--- src/rtl/ahb_mtx_pkg.sv ---
// ahb_mtx_pkg: AHB transfer and burst encodings shared by the bus matrix
// input stages and output arbiters.
package ahb_mtx_pkg;

  typedef enum logic [1:0] {
    TRN_IDLE   = 2'b00,
    TRN_BUSY   = 2'b01,
    TRN_NONSEQ = 2'b10,
    TRN_SEQ    = 2'b11
  } htrans_e;

  typedef enum logic [2:0] {
    BUR_SINGLE = 3'd0,
    BUR_INCR   = 3'd1,
    BUR_WRAP4  = 3'd2,
    BUR_INCR4  = 3'd3,
    BUR_WRAP8  = 3'd4,
    BUR_INCR8  = 3'd5,
    BUR_WRAP16 = 3'd6,
    BUR_INCR16 = 3'd7
  } hburst_e;

  // A master starts a transfer when selected, the bus is ready and the
  // transfer type is NONSEQ or SEQ.
  function automatic logic is_new_trans(logic hsel, logic hready, logic [1:0] htrans);
    return hsel & hready & htrans[1];
  endfunction

endpackage

--- src/rtl/ahb_mtx_input_stage_if.sv ---
// ahb_mtx_input_stage_if: master-facing AHB slave port of one bus matrix
// input stage. The slave modport is used by the input stage, the master
// modport by whatever drives the port.
interface ahb_mtx_input_stage_if #(
  parameter int unsigned ADDR_W = 32
);
  logic              HSELS;
  logic [ADDR_W-1:0] HADDRS;
  logic [1:0]        HTRANSS;
  logic              HWRITES;
  logic [2:0]        HSIZES;
  logic [2:0]        HBURSTS;
  logic [3:0]        HPROTS;
  logic              HMASTLOCKS;
  logic              HREADYS;
  logic              HREADYOUTS;
  logic              HRESPS;

  modport slave (
    input  HSELS, HADDRS, HTRANSS, HWRITES, HSIZES, HBURSTS, HPROTS,
           HMASTLOCKS, HREADYS,
    output HREADYOUTS, HRESPS
  );

  modport master (
    output HSELS, HADDRS, HTRANSS, HWRITES, HSIZES, HBURSTS, HPROTS,
           HMASTLOCKS, HREADYS,
    input  HREADYOUTS, HRESPS
  );
endinterface

--- src/rtl/ahb_mtx_input_stage_addr_hold.sv ---
// ahb_mtx_addr_hold: address-phase holding registers plus the sel_* mux
// (held phase while pend, live phase otherwise).
// Optional: AHB_MTX_INSTG_SEQ_REMAP_EN re-labels a held SEQ beat as
// NONSEQ/INCR and keeps the rest of that burst presented as INCR.
module ahb_mtx_addr_hold
  import ahb_mtx_pkg::*;
#(
  parameter int unsigned ADDR_W = 32
) (
  input  logic              HCLK,
  input  logic              HRESETn,
  input  logic              load,
  input  logic              pend,
  input  logic              hsel,
  input  logic              hready,
  input  logic [ADDR_W-1:0] haddr,
  input  logic [1:0]        htrans,
  input  logic              hwrite,
  input  logic [2:0]        hsize,
  input  logic [2:0]        hburst,
  input  logic [3:0]        hprot,
  input  logic              hlock,
  output logic [ADDR_W-1:0] sel_addr,
  output logic [1:0]        sel_trans,
  output logic              sel_write,
  output logic [2:0]        sel_size,
  output logic [2:0]        sel_burst,
  output logic [3:0]        sel_prot,
  output logic              sel_lock
);

  logic [ADDR_W-1:0] h_addr;
  logic [1:0]        h_trans;
  logic              h_write;
  logic [2:0]        h_size;
  logic [2:0]        h_burst;
  logic [3:0]        h_prot;
  logic              h_lock;

  // Capture the master's address phase when it cannot be forwarded.
  always_ff @(posedge HCLK or negedge HRESETn) begin
    if (!HRESETn) begin
      h_addr  <= '0;
      h_trans <= '0;
      h_write <= 1'b0;
      h_size  <= '0;
      h_burst <= '0;
      h_prot  <= '0;
      h_lock  <= 1'b0;
    end else if (load) begin
      h_addr  <= haddr;
      h_trans <= htrans;
      h_write <= hwrite;
      h_size  <= hsize;
      h_burst <= hburst;
      h_prot  <= hprot;
      h_lock  <= hlock;
    end
  end

`ifdef AHB_MTX_INSTG_SEQ_REMAP_EN
  logic remap;

  // Remap flag: set when a broken burst beat (SEQ) is captured, cleared by
  // the master's next live NONSEQ.
  always_ff @(posedge HCLK or negedge HRESETn) begin
    if (!HRESETn) begin
      remap <= 1'b0;
    end else if (load) begin
      remap <= (htrans == TRN_SEQ);
    end else if (!pend && hsel && hready && (htrans == TRN_NONSEQ)) begin
      remap <= 1'b0;
    end
  end
`endif

  // Present the held phase while pend, otherwise the live phase with the
  // transfer forced to IDLE when the master is not actually issuing.
  always_comb begin
    sel_addr  = haddr;
    sel_trans = (hsel && hready) ? htrans : TRN_IDLE;
    sel_write = hwrite;
    sel_size  = hsize;
    sel_burst = hburst;
    sel_prot  = hprot;
    sel_lock  = hlock;
    if (pend) begin
      sel_addr  = h_addr;
      sel_trans = h_trans;
      sel_write = h_write;
      sel_size  = h_size;
      sel_burst = h_burst;
      sel_prot  = h_prot;
      sel_lock  = h_lock;
    end
`ifdef AHB_MTX_INSTG_SEQ_REMAP_EN
    // A resumed burst restarts as an undefined-length INCR at the new owner.
    if (pend && (h_trans == TRN_SEQ)) begin
      sel_trans = TRN_NONSEQ;
      sel_burst = BUR_INCR;
    end else if (!pend && remap && (htrans == TRN_SEQ)) begin
      sel_burst = BUR_INCR;
    end
`endif
  end

endmodule

--- src/rtl/ahb_mtx_input_stage.sv ---
// ahb_mtx_input_stage: slave-side entry of one master port of the sparse
// AHB bus matrix. Holds an address phase the target output cannot take yet,
// stalls the master until this port is selected, and returns the data-phase
// ready/response. Optional: AHB_MTX_INSTG_SEQ_REMAP_EN (see addr_hold).
module ahb_mtx_input_stage
  import ahb_mtx_pkg::*;
#(
  parameter int unsigned ADDR_W  = 32,
  parameter int unsigned PORT_ID = 2
) (
  input  logic                   HCLK,
  input  logic                   HRESETn,
  ahb_mtx_input_stage_if.slave   ahb,
  output logic [ADDR_W-1:0]      sel_addr,
  output logic [1:0]             sel_trans,
  output logic                   sel_write,
  output logic [2:0]             sel_size,
  output logic [2:0]             sel_burst,
  output logic [3:0]             sel_prot,
  output logic                   sel_lock,
  input  logic                   active_dec,
  input  logic                   readyout_dec,
  input  logic                   resp_dec
);

  logic pend;
  logic dph;
  logic new_tr;
  logic accept;
  logic load;
  logic issue;

  assign new_tr = is_new_trans(ahb.HSELS, ahb.HREADYS, ahb.HTRANSS);
  assign accept = active_dec & readyout_dec;
  assign load   = !pend && new_tr && !accept;
  // A transfer reaches the output either by release of the held phase or
  // by live acceptance; both cannot coincide since the master is stalled.
  assign issue  = pend ? accept : (new_tr && accept);

  // Hold / data-phase tracking.
  always_ff @(posedge HCLK or negedge HRESETn) begin
    if (!HRESETn) begin
      pend <= 1'b0;
      dph  <= 1'b0;
    end else begin
      if (load) begin
        pend <= 1'b1;
      end else if (pend && accept) begin
        pend <= 1'b0;
      end
      if (issue) begin
        dph <= 1'b1;
      end else if (readyout_dec) begin
        dph <= 1'b0;
      end
    end
  end

  // Ready/response back to the master.
  always_comb begin
    ahb.HREADYOUTS = 1'b1;
    ahb.HRESPS     = 1'b0;
    if (pend) begin
      ahb.HREADYOUTS = 1'b0;
    end else if (dph) begin
      ahb.HREADYOUTS = readyout_dec;
    end
    if (dph) begin
      ahb.HRESPS = resp_dec;
    end
  end

  ahb_mtx_addr_hold #(
    .ADDR_W(ADDR_W)
  ) u_addr_hold (
    .HCLK     (HCLK),
    .HRESETn  (HRESETn),
    .load     (load),
    .pend     (pend),
    .hsel     (ahb.HSELS),
    .hready   (ahb.HREADYS),
    .haddr    (ahb.HADDRS),
    .htrans   (ahb.HTRANSS),
    .hwrite   (ahb.HWRITES),
    .hsize    (ahb.HSIZES),
    .hburst   (ahb.HBURSTS),
    .hprot    (ahb.HPROTS),
    .hlock    (ahb.HMASTLOCKS),
    .sel_addr (sel_addr),
    .sel_trans(sel_trans),
    .sel_write(sel_write),
    .sel_size (sel_size),
    .sel_burst(sel_burst),
    .sel_prot (sel_prot),
    .sel_lock (sel_lock)
  );

  a_port_id_range: assert property (@(posedge HCLK) PORT_ID < 8);
  a_stall_while_held: assert property (@(posedge HCLK) disable iff (!HRESETn)
    pend |-> !ahb.HREADYOUTS);

endmodule

--- src/flat_wrapper.sv ---
// flat-port wrapper written by rule: the top's interface ports become plain ports
module ahb_mtx_input_stage_flat import ahb_mtx_pkg::*;
#(
  parameter int unsigned ADDR_W  = 32,
  parameter int unsigned PORT_ID = 2
)
  (HCLK, HRESETn, sel_addr, sel_trans, sel_write, sel_size, sel_burst, sel_prot, sel_lock, active_dec, readyout_dec, resp_dec, ahb_HSELS, ahb_HADDRS, ahb_HTRANSS, ahb_HWRITES, ahb_HSIZES, ahb_HBURSTS, ahb_HPROTS, ahb_HMASTLOCKS, ahb_HREADYS, ahb_HREADYOUTS, ahb_HRESPS);
  ahb_mtx_input_stage_if #(.ADDR_W(ADDR_W)) ahb_i ();
  input  logic HCLK;
  input  logic HRESETn;
  output logic [ADDR_W-1:0] sel_addr;
  output logic [1:0] sel_trans;
  output logic sel_write;
  output logic [2:0] sel_size;
  output logic [2:0] sel_burst;
  output logic [3:0] sel_prot;
  output logic sel_lock;
  input  logic active_dec;
  input  logic readyout_dec;
  input  logic resp_dec;
  input wire logic [$bits(ahb_i.HSELS)-1:0] ahb_HSELS;
  input wire logic [$bits(ahb_i.HADDRS)-1:0] ahb_HADDRS;
  input wire logic [$bits(ahb_i.HTRANSS)-1:0] ahb_HTRANSS;
  input wire logic [$bits(ahb_i.HWRITES)-1:0] ahb_HWRITES;
  input wire logic [$bits(ahb_i.HSIZES)-1:0] ahb_HSIZES;
  input wire logic [$bits(ahb_i.HBURSTS)-1:0] ahb_HBURSTS;
  input wire logic [$bits(ahb_i.HPROTS)-1:0] ahb_HPROTS;
  input wire logic [$bits(ahb_i.HMASTLOCKS)-1:0] ahb_HMASTLOCKS;
  input wire logic [$bits(ahb_i.HREADYS)-1:0] ahb_HREADYS;
  output wire logic [$bits(ahb_i.HREADYOUTS)-1:0] ahb_HREADYOUTS;
  output wire logic [$bits(ahb_i.HRESPS)-1:0] ahb_HRESPS;
  assign ahb_i.HSELS = ahb_HSELS;
  assign ahb_i.HADDRS = ahb_HADDRS;
  assign ahb_i.HTRANSS = ahb_HTRANSS;
  assign ahb_i.HWRITES = ahb_HWRITES;
  assign ahb_i.HSIZES = ahb_HSIZES;
  assign ahb_i.HBURSTS = ahb_HBURSTS;
  assign ahb_i.HPROTS = ahb_HPROTS;
  assign ahb_i.HMASTLOCKS = ahb_HMASTLOCKS;
  assign ahb_i.HREADYS = ahb_HREADYS;
  assign ahb_HREADYOUTS = ahb_i.HREADYOUTS;
  assign ahb_HRESPS = ahb_i.HRESPS;
  ahb_mtx_input_stage #(.ADDR_W(ADDR_W), .PORT_ID(PORT_ID)) u_core (.HCLK(HCLK), .HRESETn(HRESETn), .ahb(ahb_i), .sel_addr(sel_addr), .sel_trans(sel_trans), .sel_write(sel_write), .sel_size(sel_size), .sel_burst(sel_burst), .sel_prot(sel_prot), .sel_lock(sel_lock), .active_dec(active_dec), .readyout_dec(readyout_dec), .resp_dec(resp_dec));
endmodule
--- config.mk ---
export PLATFORM = sky130hd
export DESIGN_NAME = ahb_mtx_input_stage_flat
export DESIGN_NICKNAME = d
export VERILOG_FILES = /design/src/rtl/ahb_mtx_pkg.sv /design/src/rtl/ahb_mtx_input_stage_if.sv /design/src/rtl/ahb_mtx_input_stage_addr_hold.sv /design/src/rtl/ahb_mtx_input_stage.sv /design/src/flat_wrapper.sv
export SDC_FILE = /design/constraint.sdc
export NUM_CORES = 1
export LEC_CHECK = 0
export CORE_MARGIN = 2
export CORE_UTILIZATION = 43
export CTS_CLUSTER_SIZE = 24
export DETAILED_ROUTE_END_ITERATION = 7
export GPL_TIMING_DRIVEN = 0
export PLACE_DENSITY = 0.87
export RECOVER_POWER = 100
export REMOVE_ABC_BUFFERS = 1
export SETUP_SLACK_MARGIN = 0.15
export SKIP_LAST_GASP = 1
export SYNTH_ARGS = -nofsm -noshare
export SYNTH_HDL_FRONTEND = slang
export SYNTH_SLANG_ARGS = --single-unit
--- constraint.sdc ---
create_clock -name HCLK -period 1.67 [get_ports HCLK]
set_input_delay 0.167 -clock HCLK [delete_from_list [all_inputs] [get_ports HCLK]]
set_output_delay 0.167 -clock HCLK [all_outputs]
set_load 0.1 [all_outputs]
==> flow_metrics.py <==
metrics = {
    "placement": {
        "globalplace.congestion": 0.7304,
        "portBuffers": 100,
        "dpl_worst_slack_ns": -0.8842,
        "dp_hpwl_mm": 3.686,
    },
    "yosys": {
        "synth-edff-count": 0,
        "yosysMostFrequentCell": "mux2_2",
        "synth-seq-cells": 48,
        "avgSynthCellArea_um2": 15.55,
        "synth_ff_type": "dfrtp_1",
        "synth_top_area_cell": "dfrtp_1",
        "syn-cell-area_um2": 2519,
        "yosys_warnings": 0,
        "seq_area_frac_synth_pct": 47.69,
        "ys_async_sr_fraction_pct": 100.0,
        "synth.top_cell.area_share_pct": 47.69,
        "synth_area_leaders": "dfrtp_1, mux2_4, mux2_2",
        "yosysUniqueCellTypes": 16,
        "ys_top_cells_by_count": "mux2_2, dfrtp_1, mux2_4",
        "syn_inst": 162,
    },
    "floorplan": {
        "core_area_um2": 5574,
        "ioPinCount": 101,
        "rows": 27,
        "dieArea_um2": 6486,
        "die_x_um": 80.54,
        "fp.dieH_um": 80.54,
        "start_util_pct": 45.19,
    },
    "critical_path": {
        "path_max_fanout": 13,
        "rr_worst_depth": 6,
        "endpoint_kind": "flip-flop",
        "arrival_ns": 1.91,
        "start_kind": "flip-flop",
        "reg2reg_slack_ns": -0.06,
        "critPathLaunch": "u_core.pend",
        "path_class": "flip-flop to flip-flop",
        "r2r_start": "u_core.pend",
        "crit_end": "u_core.u_addr_hold.h_prot[0]",
        "r2r-end": "u_core.u_addr_hold.h_prot[0]",
        "required_ns": 1.85,
    },
    "layout": {
        "diodes": 0,
        "fin_nets": 331,
        "syn2layout_area_growth_pct": 57.18,
        "layout-drive-gt1-share_pct": 59.86,
    },
    "clock_network": {
        "numCtsBuffers": 5,
        "clkSinkCount": 48,
        "htreeDepth": 2,
        "clk-insertion-delay-late_ns": 0.29,
        "cts_tree": "done",
        "clockRootBuffer": "clkbuf_8",
        "clockBufferDepth": 2,
        "cts.clk_slew.worst_paths_ns": 0.09,
    },
    "timing": {
        "fin_worst_skew_ns": 0.005295,
        "rsz0062_at_grt": "yes",
        "slew-limit-headroom_pct": 56.08,
        "max_freq_mhz": 579.2,
        "setup_slack_ns": -0.05656,
        "worst_pin_slew_ns": 0.6588,
        "hold_violations": 0,
        "fin_crit_sh_pct": 103.4,
        "period_needed_ns": 1.727,
        "setup_viol": 68,
        "maxSlewViolCount": 0,
    },
    "route": {
        "drc": 0,
        "drtPass1Iterations": 4,
        "drt.antenna.violating_nets": 0,
        "viasPerCell": 5.128,
        "routed_wl_mm": 6.205,
        "vias": 1800,
        "dr.first_iter.drc_count": 56,
        "routedWlPerCell_um": 17.68,
    },
    "status": {
        "status": "finished with violations",
        "failed_checks": "negative setup slack",
    },
    "run": {
        "maxCapViolations": 0,
    },
    "hold_path": {
        "hp-class": "input pin to asynchronous set/reset pin",
    },
    "grt": {
        "grt_pass1_wl_mm": 9.577,
        "grtUsageTotal_pct": 19.66,
        "grt_pass1_vias": 1884,
        "grt_overflow": 0,
        "grt_max_degree": 28,
        "antenna_found_initial": 0,
    },
    "power": {
        "leakagePower_nw": 1.830,
        "total_power_mw": 4.827,
        "ir_drop_mv": 0.6224,
        "powerDensity_nw_per_um2": 1219,
    },
}
[power breakdown]
group,switching [mW],internal [mW]
registers,0.133,1.40
clock network,0.369,0.378
logic,1.62,0.928
[per-stage QoR]
stage | area, um^2 | instances | hold WS (ns) | util (%) | TNS (ns)
after floorplan | 2445 | 152 | -0.1286 | - | -69.28
after global placement | 3536 | 324 | 0.4289 | 63.43 | -204.41
after detailed placement | 3580 | 326 | 0.2351 | 64.22 | -74.75
after CTS | 3929 | 349 | 0.4421 | 70.48 | -1.620
after global routing | 3959 | 351 | 0.4988 | 71.02 | -5.327
final | 3959 | 351 | 0.4264 | 71.02 | -1.832
[final cells by class]
class | instances | area (um^2)
sequential | 48 | 1205
timing repair buffer | 116 | 1234
fill | 432 | 1615
multi-input combinational | 105 | 1323
tap | 72 | 90.09
inverter | 2 | 7.507
clock buffer | 8 | 100.1
[critical path, cell delays in order, from the launching register on]
cell     delay (ns)
dfrtp_4        0.53
buf_8          0.17
a21oi_4        0.15
buf_12         0.14
nand4_4        0.12
buf_12         0.21
mux2_4         0.29
[routing by layer]
layer / routed length [um] / track usage (%)
met1: 2614 / 24.57
met2: 3143 / 34.33
met3: 391 / 3.933
met4: 55 / 5.593
met5: 0 / 0
[cell usage in the layout, fill, tap and decap left out]
cell type        instances
mux2_4                  39
inv_1                    2
buf_6                   43
buf_12                   6
dfrtp_1                 47
o2bb2ai_1                1
dlygate4sd2_1            3
o21ai_1                  1
clkbuf_8                 7
mux2_2                  50
a21oi_1                  3
nand2_1                  3
dfrtp_4                  1
clkdlybuf4s50_1         48
buf_4                   11
dlygate4sd3_1            1
buf_2                    1
clkbuf_2                 2
a31oi_4                  1
clkbuf_1                 1
nand4_4                  4
buf_8                    1
and2_1                   1
a21oi_4                  1
nand3_1                  1
[worst min-delay path by stage]
stage | from | end | slack, ns | cells after the start
floorplan | HRESETn | u_core.dph | -0.13 | 0
global placement | u_core.u_addr_hold.h_trans[1] | u_core.u_addr_hold.h_trans[1] | 0.43 | 2
detailed placement | HRESETn | u_core.u_addr_hold.h_write | 0.24 | 1
CTS | HRESETn | u_core.u_addr_hold.h_write | 0.44 | 2
global route | ahb_HADDRS[27] | u_core.u_addr_hold.h_addr[27] | 0.50 | 2
finish | HRESETn | u_core.u_addr_hold.h_write | 0.43 | 2
[repair_timing]
action | 4_1_cts | 5_1_grt
pin swaps | 2 | 0
hold endpoints to repair | 26 | 0
hold buffers | 1 | 0
setup buffers | 11 | 2
endpoints found under the setup margin | 94 | 92
resized for setup | 333 | 10
gates cloned | 3 | 0
[kinds of logic after synthesis]
family	Yosys count	synth area share [%]
AOI/OAI and AO/OA	7	1.739
buffers and inverters	12	3.229
DFF	48	47.69
muxes	89	45.60
and+or+nand+nor	6	1.739
[registers in the layout (all words and copies together) (netlist names)]
register                    cells
u_core.u_addr_hold.h_size       3
u_core.u_addr_hold.h_trans      2
u_core.dph                      1
u_core.u_addr_hold.h_addr      32
u_core.u_addr_hold.h_prot       4
u_core.pend                     1
u_core.u_addr_hold.h_lock       1
u_core.u_addr_hold.h_write      1
u_core.u_addr_hold.h_burst      3
Power figures use the tool's default switching activity.
